## config.mk

```make
export PLATFORM = sky130hd
export DESIGN_NAME = bf_scan_sequencer_flat
export DESIGN_NICKNAME = d
export VERILOG_FILES = /design/src/rtl/bf_scan_sequencer_if.sv /design/src/rtl/bf_scan_sequencer.sv /design/src/flat_wrapper.sv
export SDC_FILE = /design/constraint.sdc
export NUM_CORES = 1
export LEC_CHECK = 0
export ABC_AREA = 1
export CORE_MARGIN = 4
export CORE_UTILIZATION = 45
export DETAILED_ROUTE_END_ITERATION = 12
export GPL_ROUTABILITY_DRIVEN = 0
export PLACE_DENSITY = 0.8
export SYNTH_ARGS = -nofsm -noshare
export SYNTH_HDL_FRONTEND = slang
export SYNTH_SLANG_ARGS = --single-unit
```

## constraint.sdc

```tcl
create_clock -name clk -period 2 [get_ports clk]
set_input_delay 0.6 -clock clk [delete_from_list [all_inputs] [get_ports clk]]
set_output_delay 0.6 -clock clk [all_outputs]
set_load 0.01 [all_outputs]
```

## src/rtl/bf_scan_sequencer_if.sv

```systemverilog
// Control and handshake bundle between the frame scan sequencer (master)
// and the delay controller / summation unit / downstream sink (slave).
interface bf_scan_sequencer_if #(
  parameter int NUM_CHANNELS = 16,
  parameter int X_WIDTH      = 6,
  parameter int Z_WIDTH      = 8
);
  logic                    frame_start;
  logic                    frame_abort;
  logic                    dc_start;
  logic [X_WIDTH-1:0]      x_f;
  logic [Z_WIDTH-1:0]      z_f;
  logic                    dc_ready;
  logic [NUM_CHANNELS-1:0] valid_b;
  logic                    sum_en;
  logic                    start_sum;
  logic                    sum_valid;
  logic                    out_valid;
  logic                    out_ready;
  logic [X_WIDTH-1:0]      out_x;
  logic [Z_WIDTH-1:0]      out_z;
  logic                    busy;
  logic                    line_done;
  logic                    frame_done;
  logic                    timeout_err;

  modport master (
    input  frame_start, frame_abort, dc_ready, valid_b, sum_valid, out_ready,
    output dc_start, x_f, z_f, sum_en, start_sum, out_valid, out_x, out_z,
           busy, line_done, frame_done, timeout_err
  );

  modport slave (
    output frame_start, frame_abort, dc_ready, valid_b, sum_valid, out_ready,
    input  dc_start, x_f, z_f, sum_en, start_sum, out_valid, out_x, out_z,
           busy, line_done, frame_done, timeout_err
  );
endinterface

```

## src/rtl/bf_scan_sequencer.sv

```systemverilog
// Frame scan sequencer for the delay-and-sum beamformer: walks focal points
// in raster order (z fastest) and hands each summed sample downstream.
module bf_scan_sequencer #(
  parameter int NUM_CHANNELS = 16,
  parameter int NUM_X        = 64,
  parameter int NUM_Z        = 256,
  parameter int X_WIDTH      = 6,
  parameter int Z_WIDTH      = 8,
  parameter int TIMEOUT      = 1023
) (
  input  logic                clk,
  input  logic                reset,
  bf_scan_sequencer_if.master bus
);
  localparam int                   CNT_WIDTH = $clog2(TIMEOUT + 1);
  localparam logic [X_WIDTH-1:0]   X_LAST    = X_WIDTH'(NUM_X - 1);
  localparam logic [Z_WIDTH-1:0]   Z_LAST    = Z_WIDTH'(NUM_Z - 1);
  localparam logic [CNT_WIDTH-1:0] TMO_LAST  = CNT_WIDTH'(TIMEOUT - 1);

  typedef enum logic [2:0] {
    IDLE,
    LOAD,
    WAIT_DELAY,
    SUM_WAIT,
    EMIT
  } state_e;

  state_e                state_q, state_d;
  logic [X_WIDTH-1:0]    x_f_q, x_f_d;
  logic [Z_WIDTH-1:0]    z_f_q, z_f_d;
  logic [X_WIDTH-1:0]    out_x_q, out_x_d;
  logic [Z_WIDTH-1:0]    out_z_q, out_z_d;
  logic                  out_valid_q, out_valid_d;
  logic                  busy_q, busy_d;
  logic                  timeout_err_q, timeout_err_d;
  logic                  started_q, started_d;
  logic [CNT_WIDTH-1:0]  tmo_cnt_q, tmo_cnt_d;

  logic [NUM_CHANNELS-1:0] valid_all;
  logic abort;
  logic dc_start;
  logic sum_en;
  logic start_sum;
  logic sum_hit;
  logic accept;
  logic tmo_hit;
  logic last_z;
  logic last_x;

  assign valid_all = bus.valid_b;
  assign abort     = bus.frame_abort;
  assign last_z    = (z_f_q == Z_LAST);
  assign last_x    = (x_f_q == X_LAST);
  assign tmo_hit   = (tmo_cnt_q == TMO_LAST);

  // Pulses decode the registered state with the same-cycle inputs so that
  // start_sum lands in the first all-ones valid_b cycle, and an abort in the
  // same cycle can still suppress them.
  assign dc_start  = (state_q == LOAD) && !abort;
  assign sum_en    = (state_q == WAIT_DELAY) && bus.dc_ready && !abort;
  assign start_sum = (state_q == SUM_WAIT) && !started_q && (&valid_all) && !abort;
  assign sum_hit   = (state_q == SUM_WAIT) && bus.sum_valid && (started_q || start_sum) && !abort;
  assign accept    = (state_q == EMIT) && bus.out_ready && !abort;

  always_comb begin
    // NOTE: every _d takes its _q value first, so no branch can leave one
    // unassigned and infer a latch.
    state_d       = state_q;
    x_f_d         = x_f_q;
    z_f_d         = z_f_q;
    out_x_d       = out_x_q;
    out_z_d       = out_z_q;
    timeout_err_d = timeout_err_q;
    started_d     = started_q | start_sum;
    tmo_cnt_d     = tmo_cnt_q + 1'b1;

    unique case (state_q)
      IDLE: begin
        if (bus.frame_start) begin
          state_d       = LOAD;
          x_f_d         = '0;
          z_f_d         = '0;
          timeout_err_d = 1'b0;
        end
      end
      LOAD: begin
        state_d   = WAIT_DELAY;
        tmo_cnt_d = '0;
      end
      WAIT_DELAY: begin
        if (bus.dc_ready) begin
          state_d   = SUM_WAIT;
          tmo_cnt_d = '0;
          started_d = 1'b0;
        end else if (tmo_hit) begin
          state_d       = IDLE;
          timeout_err_d = 1'b1;
        end
      end
      SUM_WAIT: begin
        if (sum_hit) begin
          state_d = EMIT;
          out_x_d = x_f_q;
          out_z_d = z_f_q;
        end else if (tmo_hit) begin
          state_d       = IDLE;
          timeout_err_d = 1'b1;
        end
      end
      EMIT: begin
        if (accept) begin
          state_d = LOAD;
          if (last_z) begin
            z_f_d = '0;
            if (last_x) begin
              x_f_d   = '0;
              state_d = IDLE;
            end else begin
              x_f_d = x_f_q + 1'b1;
            end
          end else begin
            z_f_d = z_f_q + 1'b1;
          end
        end
      end
      default: state_d = IDLE;
    endcase

    // Abort wins over everything: back to IDLE with the scan position frozen.
    if (abort) begin
      state_d       = IDLE;
      x_f_d         = x_f_q;
      z_f_d         = z_f_q;
      out_x_d       = out_x_q;
      out_z_d       = out_z_q;
      timeout_err_d = timeout_err_q;
    end

    out_valid_d = (state_d == EMIT);
    busy_d      = (state_d != IDLE);
  end

  // NOTE: state is updated only with non-blocking assignments so every flop
  // samples the pre-edge values regardless of statement order.
  always_ff @(posedge clk) begin
    if (reset) begin
      state_q       <= IDLE;
      x_f_q         <= '0;
      z_f_q         <= '0;
      out_x_q       <= '0;
      out_z_q       <= '0;
      out_valid_q   <= 1'b0;
      busy_q        <= 1'b0;
      timeout_err_q <= 1'b0;
      started_q     <= 1'b0;
      tmo_cnt_q     <= '0;
    end else begin
      state_q       <= state_d;
      x_f_q         <= x_f_d;
      z_f_q         <= z_f_d;
      out_x_q       <= out_x_d;
      out_z_q       <= out_z_d;
      out_valid_q   <= out_valid_d;
      busy_q        <= busy_d;
      timeout_err_q <= timeout_err_d;
      started_q     <= started_d;
      tmo_cnt_q     <= tmo_cnt_d;
    end
  end

  assign bus.dc_start    = dc_start;
  assign bus.x_f         = x_f_q;
  assign bus.z_f         = z_f_q;
  assign bus.sum_en      = sum_en;
  assign bus.start_sum   = start_sum;
  assign bus.out_valid   = out_valid_q && !abort;
  assign bus.out_x       = out_x_q;
  assign bus.out_z       = out_z_q;
  assign bus.busy        = busy_q;
  assign bus.line_done   = accept && last_z;
  assign bus.frame_done  = accept && last_z && last_x;
  assign bus.timeout_err = timeout_err_q;
endmodule

```

## src/flat_wrapper.sv

```systemverilog
// flat-port wrapper written by rule: the top's interface ports become plain ports
module bf_scan_sequencer_flat 
#(
  parameter int NUM_CHANNELS = 16,
  parameter int NUM_X        = 64,
  parameter int NUM_Z        = 256,
  parameter int X_WIDTH      = 6,
  parameter int Z_WIDTH      = 8,
  parameter int TIMEOUT      = 1023
)
  (clk, reset, bus_frame_start, bus_frame_abort, bus_dc_ready, bus_valid_b, bus_sum_valid, bus_out_ready, bus_dc_start, bus_x_f, bus_z_f, bus_sum_en, bus_start_sum, bus_out_valid, bus_out_x, bus_out_z, bus_busy, bus_line_done, bus_frame_done, bus_timeout_err);
  bf_scan_sequencer_if #(.NUM_CHANNELS(NUM_CHANNELS), .X_WIDTH(X_WIDTH), .Z_WIDTH(Z_WIDTH)) bus_i ();
  input  logic clk;
  input  logic reset;
  input wire logic [$bits(bus_i.frame_start)-1:0] bus_frame_start;
  input wire logic [$bits(bus_i.frame_abort)-1:0] bus_frame_abort;
  input wire logic [$bits(bus_i.dc_ready)-1:0] bus_dc_ready;
  input wire logic [$bits(bus_i.valid_b)-1:0] bus_valid_b;
  input wire logic [$bits(bus_i.sum_valid)-1:0] bus_sum_valid;
  input wire logic [$bits(bus_i.out_ready)-1:0] bus_out_ready;
  output wire logic [$bits(bus_i.dc_start)-1:0] bus_dc_start;
  output wire logic [$bits(bus_i.x_f)-1:0] bus_x_f;
  output wire logic [$bits(bus_i.z_f)-1:0] bus_z_f;
  output wire logic [$bits(bus_i.sum_en)-1:0] bus_sum_en;
  output wire logic [$bits(bus_i.start_sum)-1:0] bus_start_sum;
  output wire logic [$bits(bus_i.out_valid)-1:0] bus_out_valid;
  output wire logic [$bits(bus_i.out_x)-1:0] bus_out_x;
  output wire logic [$bits(bus_i.out_z)-1:0] bus_out_z;
  output wire logic [$bits(bus_i.busy)-1:0] bus_busy;
  output wire logic [$bits(bus_i.line_done)-1:0] bus_line_done;
  output wire logic [$bits(bus_i.frame_done)-1:0] bus_frame_done;
  output wire logic [$bits(bus_i.timeout_err)-1:0] bus_timeout_err;
  assign bus_i.frame_start = bus_frame_start;
  assign bus_i.frame_abort = bus_frame_abort;
  assign bus_i.dc_ready = bus_dc_ready;
  assign bus_i.valid_b = bus_valid_b;
  assign bus_i.sum_valid = bus_sum_valid;
  assign bus_i.out_ready = bus_out_ready;
  assign bus_dc_start = bus_i.dc_start;
  assign bus_x_f = bus_i.x_f;
  assign bus_z_f = bus_i.z_f;
  assign bus_sum_en = bus_i.sum_en;
  assign bus_start_sum = bus_i.start_sum;
  assign bus_out_valid = bus_i.out_valid;
  assign bus_out_x = bus_i.out_x;
  assign bus_out_z = bus_i.out_z;
  assign bus_busy = bus_i.busy;
  assign bus_line_done = bus_i.line_done;
  assign bus_frame_done = bus_i.frame_done;
  assign bus_timeout_err = bus_i.timeout_err;
  bf_scan_sequencer #(.NUM_CHANNELS(NUM_CHANNELS), .NUM_X(NUM_X), .NUM_Z(NUM_Z), .X_WIDTH(X_WIDTH), .Z_WIDTH(Z_WIDTH), .TIMEOUT(TIMEOUT)) u_core (.clk(clk), .reset(reset), .bus(bus_i));
endmodule
```

==> qor.yml, run 1 <==
routed.top_layer: "met4"
crit_required_ns: 1.40
grt_first_pass_wirelength_um: 8370
rsz0062_at_grt: "true"
regArea_um2: 911
fin_cells: 448
die_y_um: 75.8
violations: "setup timing"
yosys_warnings: 0
cts_tree: "done"
worstSetupEndpointType: "output port"
die_w_um: 75.8
overflow: 0
htreeDepth: 2
synth_area_um2: 2070
synth_largest_area_cell: "dfxtp_1"
fp-row-count: 24
ys_ff_latch: 45
cts_inserted_buffers: 5
synth_edf_count: 0
fillCellCount: 366
cts_root_buffer: "clkbuf_8"
grt_pass1_vias: 2002
worstMarginPinSlew_ns: 0.360
die-area_um2: 5740
drive_above_1_share: 0.217
synth.area.top_cells: "dfxtp_1, nand2_1, nor2_1"
dr_total_vias: 2207
p_per_area_nw_per_um2: 532
synth_top_area_frac: 0.436
worstSetupStartpointType: "register"
drt_iter0_markers: 138
max_cap_violations: 0
ys_types: 28
layout.nets: 423
synthFlopType: "dfxtp_1"
hold_viol_final: 0
irDropWorstVdd_v: 0.000461
setup_ws_ns: -0.0166
vias_per_cell: 4.93
wirelength_um: 5330
avgSynthCellArea_um2: 7.13
fin_crit_sh: 1.01
dp_cells: 435
detail-route-antenna-nets: 0
drt-met1-wl_um: 2310
core_um2: 4410
first_pass_iters: 4
fin_skew_ns: 0.00631
synth.cells.most_frequent: "nand2_1, dfxtp_1, nor2_1, inv_1, a21oi_1"
post-route-util: 0.709
path_max_fanout: 3
hpwl_um: 4020
wl_met2_um: 2540
ys_seq_area_frac: 0.436
max_slew_margin: 0.757
max_freq_ghz: 0.496
finalSetupViolations: 2
clk_latency_ns: 0.29
antenna_found_initial: 0
ios: 59
drc_errors: 0
grt_usage: 0.188
p_leak_nw: 1.39
hold_class: "register to register"
post_drt_wl_per_cell_um: 11.9
synth.most_common_cell: "nand2_1"
dr_wl_met3_um: 398
clockBufferDepth: 2
cts.clk_slew.worst_paths_ns: 0.07
start_util: 0.468
clkSinkCount: 45
postCtsHoldBufs: 0
fin_crit_ns: 2.02
diodes: 0
drv_slew: 0
status: "complete, but fails checks"
syn_to_final_growth_pct: 51.5
multi_input_area_um2: 1020
crit_type: "register to output port"
synthArstFlopShare: 0
grt_max_degree: 23
portBuffers: 58
synth_nets: 317
crit_arrival_ns: 1.42
synth_cells: 290
[layout by cell type, fill, tap and decap left out, drive strengths merged, types with 2 or more instances in the layout]
cell type / count
buf: 50
xnor2: 3
nor3: 11
nor3b: 6
inv: 42
ha: 4
clkbuf: 11
nand4: 4
a21oi: 24
clkdlybuf4s50: 33
clkdlybuf4s15: 2
nor2: 48
o21ai: 25
dfxtp: 45
nand3: 12
dlygate4sd2: 14
nand2: 53
[final cells by class]
cell class / instances / share of cell area
well taps: 52 / 0.0208
repair buffers: 104 / 0.282
inverters: 43 / 0.0519
multi-input cells: 197 / 0.327
clock buffers: 7 / 0.0276
flip-flops and latches: 45 / 0.291
[sequential cells by signal (all words and copies together), names as in the netlist]
signal,flops
u_core.state_q,3
u_core.bus.busy,1
u_core.tmo_cnt_q,10
u_core.out_valid_q,1
u_core.bus.out_x,6
u_core.bus.timeout_err,1
u_core.started_q,1
u_core.bus.z_f,8
u_core.bus.out_z,8
u_core.bus.x_f,6
[worst max-delay path, cell delays in order (launching register included)]
cell and delay (ns):
dfxtp_2 0.35, ha_4 0.14, nand2_2 0.05, nor2_1 0.08
nand4_1 0.20, nor3_2 0.16, buf_2 0.15
[report_power, final]
group | total (mW) | leakage [nW] | internal, mW | switching (mW)
Sequential | 0.919 | 0.367 | 0.909 | 0.0107
Combinational | 0.185 | 0.980 | 0.0960 | 0.0889
Clock | 0.563 | 0.0443 | 0.274 | 0.289
Total | 1.67 | 1.39 | 1.28 | 0.388
[per-stage QoR]
stage / total power [mW] / instance area, um2 / setup TNS [ns] / hold WS, ns / worst slack, ns
after floorplan: 1.02 / 2070 / 0 / 0.417 / 0.172
after detailed placement: 1.13 / 2990 / -14.25 / 0.440 / -0.720
final: 1.67 / 3130 / -0.0234 / 0.448 / -0.0166
after CTS: 1.68 / 3100 / -0.0743 / 0.451 / -0.0743
after global routing: 1.73 / 3130 / -0.208 / 0.485 / -0.111
after global placement: 1.13 / 2990 / -13.48 / 0.433 / -0.701
[layer usage]
layer | up-vias | track usage
met4 | 0 | 0.0680
met5 | - | 0
met3 | 8 | 0.0449
met2 | 66 | 0.331
met1 | 989 | 0.219
li1 | 1144 | -
[logic make-up (layout without fill, tap and decap cells)]
group                      after synthesis  count (layout)  share of synthesized area
and+or+nand+nor                        137             137                      0.297
AOI/OAI and AO/OA                       52              52                      0.131
buffers and inverters                   48             154                     0.0956
DFF                                     45              45                      0.436
adders and majority gates                4               4                     0.0242
xor gates and xnor gates                 4               4                     0.0170
[path summary, 6_finish.rpt]
path                             from                   to  slack [ns]  depth (start not counted)
setup / recovery    u_core.bus.z_f[1]       bus_frame_done       -0.02                          6
setup reg to reg    u_core.bus.z_f[1]    u_core.bus.x_f[2]        0.20                         10
hold / removal    u_core.tmo_cnt_q[0]  u_core.tmo_cnt_q[0]        0.45                          1
hold reg to reg   u_core.tmo_cnt_q[0]  u_core.tmo_cnt_q[0]        0.45                          1
[what timing repair did]
action	4_1_cts	5_1_grt
pin swaps	23	12
endpoints found under the setup margin	25	23
gates cloned	0	0
setup buffers	4	2
gates resized for setup	49	19
Note: power is estimated with default switching activity, not from simulation.
==> inputs of run 2 (changes only) <==
--- a/config.mk
+++ b/config.mk
@@ -7,10 +7,11 @@
 export LEC_CHECK = 0
 export ABC_AREA = 1
 export CORE_MARGIN = 4
-export CORE_UTILIZATION = 45
+export CORE_UTILIZATION = 47
 export DETAILED_ROUTE_END_ITERATION = 12
 export GPL_ROUTABILITY_DRIVEN = 0
-export PLACE_DENSITY = 0.8
+export PLACE_DENSITY = 0.83
+export SLEW_MARGIN = 20
 export SYNTH_ARGS = -nofsm -noshare
 export SYNTH_HDL_FRONTEND = slang
 export SYNTH_SLANG_ARGS = --single-unit
==> run 2 against run 1 <==
Worst setup slack lost 0.085 ns. Critical path depth is the same. The flow still finishes with violations (setup timing). Largest power group unchanged. Clock skew grew 0.0011 ns. Hold slack gained 0.012 ns. Routed wire length grew 6.1%. Register-to-register slack lost 0.02 ns.
==> qor.yml, run 2 (synthesis results as in run 1) <==
status: "complete, but fails checks"
violations: "setup timing"
crit_type: "register to output port"
post_drt_wl_per_cell_um: 12.7  # +6.8%
portBuffers: 58  # unchanged
postCtsHoldBufs: 0  # unchanged
wirelength_um: 5650  # +6.1%
worstMarginPinSlew_ns: 0.329  # -0.0310 ns
cts_root_buffer: "clkbuf_8"
layout_commonest_cell: "nand2_1"
first_pass_iters: 4  # unchanged
p_per_area_nw_per_um2: 551  # +3.5%
worstSetupEndpointType: "output port"
final_cell_mix: "nand2_1, buf_4, inv_1, nor2_1, dfxtp_1"
grt_pass1_vias: 2186  # +9.2%
fin_crit_ns: 2.10  # +0.0848 ns
fin_crit_sh: 1.05  # +0.0424
hpwl_um: 4180  # +4.1%
dp_cells: 431  # -0.92%
fp-row-count: 23  # -4.2%
max_freq_ghz: 0.476  # -4.0%
fin_skew_ns: 0.00743  # +0.00112 ns
hold_depth: 1  # unchanged
worstSetupStartpointType: "register"
path_max_fanout: 2  # -1
hold_class: "register to register"
grt_max_degree: 26  # +13%
diodes: 0  # unchanged
drc_errors: 0  # unchanged
largest_register: "u_core.tmo_cnt_q"
cts.clk_slew.worst_paths_ns: 0.08  # about the same
start_util: 0.502  # +0.0340
clk_latency_ns: 0.30  # about the same
cts_inserted_buffers: 5  # unchanged
fillCellCount: 301  # -18%
drive_above_1_share: 0.233  # +0.0157
antenna_found_initial: 0  # unchanged
crit_required_ns: 1.40  # about the same
hold_viol_final: 0  # unchanged
detail-route-antenna-nets: 0  # unchanged
die-area_um2: 5520  # -3.8%
worstRegToRegCells: 14  # +4
overflow: 0  # unchanged
core_um2: 4120  # -6.8%
irDropWorstVdd_v: 0.000418  # -9.3%
ios: 59  # unchanged
dr_total_vias: 2253  # +2.1%
max_slew_margin: 0.779  # +0.0215
die_y_um: 74.3  # -1.9%
post-route-util: 0.758  # +0.0485
largest_reg_flops: 10  # unchanged
rsz0062_at_grt: "true"
drv_slew: 0  # unchanged
fin_cells: 445  # -0.67%
clockBufferDepth: 2  # unchanged
syn_to_final_growth_pct: 50.9
max_cap_violations: 0  # unchanged
cts_tree: "done"
crit_arrival_ns: 1.50  # +0.08 ns
p_leak_nw: 1.38  # -0.52%
die_w_um: 74.3  # -1.9%
vias_per_cell: 5.06  # +2.8%
setup_ws_ns: -0.101  # -0.0848 ns
clkSinkCount: 45  # unchanged
htreeDepth: 2  # unchanged
finalSetupViolations: 2  # unchanged
layout.nets: 421  # -0.47%
grt_first_pass_wirelength_um: 9090  # +8.6%
grt_usage: 0.210  # +0.0223
drt_iter0_markers: 140  # +1.4%
run 2: cell count changes in the layout (fill, tap and decap cells not counted), sizes merged:
cell / delta
clkbuf: +4
buf: -2
clkinv: +1
clkdlybuf4s15: +3
dlygate4sd2: -7
run 2: timing repair:
| action | 4_1_cts | 5_1_grt |
|---|---|---|
| cloned | 0 | 0 |
| pin swaps | 17 | 21 |
| endpoints found under the setup margin | 11 | 17 |
| gates resized for setup | 47 | 34 |
| buffers inserted | 2 | 4 |
run 2: area by class of cell:
class	instances	area [um2]	share of cell area
clock buffers	7	96.3	0.0309
clock inverters	1	5.00	0.00160
inverters	43	163	0.0521
multi-input cells	197	1010	0.325
flip-flops and latches	45	912	0.292
well taps	50	62.6	0.0201
repair buffers	102	867	0.278
run 2: path summary, 6_finish.rpt:
path / start / slack [ns] / endpoint
worst max register to register: u_core.state_q[1] / 0.18 / u_core.bus.busy
worst min register to register: u_core.tmo_cnt_q[0] / 0.46 / u_core.tmo_cnt_q[0]
worst max-delay path: u_core.bus.x_f[0] / -0.10 / bus_frame_done
worst min-delay path: u_core.tmo_cnt_q[0] / 0.46 / u_core.tmo_cnt_q[0]
run 2: critical path, stage by stage, from the launching register on:
cell and delay [ns]:
dfxtp_2 0.34, ha_2 0.19, nand3_2 0.11, nor2_2 0.14, nand2_1 0.11, nor3_2 0.15, buf_2 0.15
run 2: stage by stage:
| stage | setup TNS, ns | hold slack, ns | cell area [um2] | setup WS (ns) | power, mW |
|---|---|---|---|---|---|
| after floorplan | 0 | 0.417 | 2070 | 0.172 | 1.02 |
| after global placement | -11.61 | 0.432 | 2970 | -0.697 | 1.12 |
| after detailed placement | -12.63 | 0.445 | 2970 | -0.722 | 1.13 |
| after CTS | -0.227 | 0.462 | 3080 | -0.135 | 1.74 |
| after global routing | -0.384 | 0.490 | 3120 | -0.201 | 1.79 |
| final | -0.140 | 0.460 | 3120 | -0.101 | 1.72 |
run 2: power by group:
group	internal [mW]	total, mW	leakage, nW	switching, mW
clock network	0.312	0.615	0.0542	0.302
registers	0.909	0.920	0.367	0.0112
logic	0.0960	0.185	0.963	0.0887
run 2: metal layers:
layer,GRT usage,part of all wire
met5,0,0
met4,0.107,0.017
met3,0.0581,0.075
met2,0.355,0.49
met1,0.243,0.42
==> patch (config.mk and constraints of run 1) <==
Re-encode `state_e` (5 states) as one-hot, 5 bits wide.
--- a/src/rtl/bf_scan_sequencer.sv
+++ b/src/rtl/bf_scan_sequencer.sv
@@ -17,12 +17,12 @@
   localparam logic [Z_WIDTH-1:0]   Z_LAST    = Z_WIDTH'(NUM_Z - 1);
   localparam logic [CNT_WIDTH-1:0] TMO_LAST  = CNT_WIDTH'(TIMEOUT - 1);
 
-  typedef enum logic [2:0] {
-    IDLE,
-    LOAD,
-    WAIT_DELAY,
-    SUM_WAIT,
-    EMIT
+  typedef enum logic [4:0] {
+    IDLE       = 5'b00001,
+    LOAD       = 5'b00010,
+    WAIT_DELAY = 5'b00100,
+    SUM_WAIT   = 5'b01000,
+    EMIT       = 5'b10000
   } state_e;
 
   state_e                state_q, state_d;
Check against the original RTL: same outputs for any inputs over 10 cycles, from zero or initial values and one cycle with reset high; not proved beyond that.
==> patch against run 1 <==
The flow still finishes with violations (negative setup slack). Setup slack got worse by 100 ps. Design area increased by 15%. Wire length increased by 34%. Die area increased by 9.5%. Sequential cell count increased by 2. Largest cell class unchanged. Highest routed layer unchanged. Register-to-register slack got worse by 160 ps. Area after synthesis increased by 11%. Total power increased by 13%.
==> patch: results (changes against run 1) <==
Outcome
  • Status: complete, but fails checks
  • Violated checks: negative setup slack

STA
  • Final setup margin: -121 ps (-104 ps)
  • Relative slew slack: 0.774 (+0.0164)
  • Sum of negative setup slack: -143 ps (-119 ps)
  • Final setup fails: 2 (unchanged)

Critical path
  • Worst path max stage delay: 370 ps (+20 ps)
  • Reg2reg path depth: 14 (+4)
  • Reg2reg end: u_core.bus.busy
  • Crit path arrival time: 1520 ps (+100 ps)
  • Critical-path maximum fanout: 2 (-1)
  • Slack of the worst reg-to-reg path: 40 ps (-160 ps)

Yosys
  • Post-Syn Instances: 306 (+5.5%)
  • Yosys cell types: 36 (+29%)
  • Most common library cells after synthesis: 50 x nand2_1, 47 x dfxtp_1, 44 x nor2_1, 34 x inv_1, 16 x a21oi_1
  • Syn_nets: 333 (+5.0%)
  • Top cells by area, synth: dfxtp_1 41%, nand2_1 8.2%, nor2_1 7.2%

Pwr
  • Worst vdd ir: 0.376 mV (-19%)

GRT
  • First-pass GRT wire length: 10600 µm (+27%)
  • Largest net degree at the start of global routing: 26 (+13%)
  • Vias in the first global route: 2371 (+18%)

Final layout
  • # nets final: 455 (+7.6%)
  • Post-Layout Cell Count: 496 (+11%)

Place
  • Detailed placement HPWL: 4480 µm (+11%)

Clock tree
  • Clock transition at path regs: 90 ps (+20 ps)
## patch: logic make-up (layout without fill, tap and decap cells)
group | count (synthesis) | after routing | share of synthesized area
adders and majority gates | 4 | 4 | 0.0219
xor gates and xnor gates | 10 | 10 | 0.0383
and+or+nand+nor | 150 | 150 | 0.326
AOI/OAI and AO/OA | 47 | 47 | 0.114
DFF | 47 | 47 | 0.411
buffers and inverters | 48 | 171 | 0.0886
## patch: metal layers
metal | global-route usage | wire, µm | up-vias
met3 | 0.0374 | 410 | 16
met5 | 0 | 0 | -
met2 | 0.381 | 3670 | 95
met4 | 0.0567 | 151 | 0
met1 | 0.258 | 2910 | 1170
li1 | - | - | 1230
## patch: how the worst max path moves through the flow
stage                      startpoint             end  cells past startpoint
floorplan           u_core.bus.x_f[0]  bus_frame_done                      5
global placement      bus_valid_b[10]   bus_start_sum                      8
detailed placement    bus_valid_b[12]   bus_start_sum                      8
CTS                 u_core.bus.z_f[0]  bus_frame_done                      8
global route        u_core.bus.x_f[1]  bus_frame_done                      6
finish              u_core.bus.x_f[1]  bus_frame_done                      6
## patch: layout make-up
class,count,area [µm²]
multi-input cells,211,1250
well taps,67,83.8
flip-flops and latches,47,957
repair buffers,121,1040
fillers,336,1210
clock inverters,3,43.8
inverters,42,166
clock buffers,5,68.8
## patch: power breakdown
part	switching [mW]	total, mW	internal (mW)	leakage (nW)
clock network	0.334	0.707	0.373	0.0581
logic	0.108	0.212	0.104	1.21
registers	0.0174	0.967	0.950	0.384
total	0.460	1.89	1.43	1.65
## patch: timing repair
action                                  4_1_cts  5_1_grt
buffers inserted                             13       11
pin swaps                                    18       22
resized for setup                            53       33
cloned                                        0        0
endpoints found under the setup margin        6       35
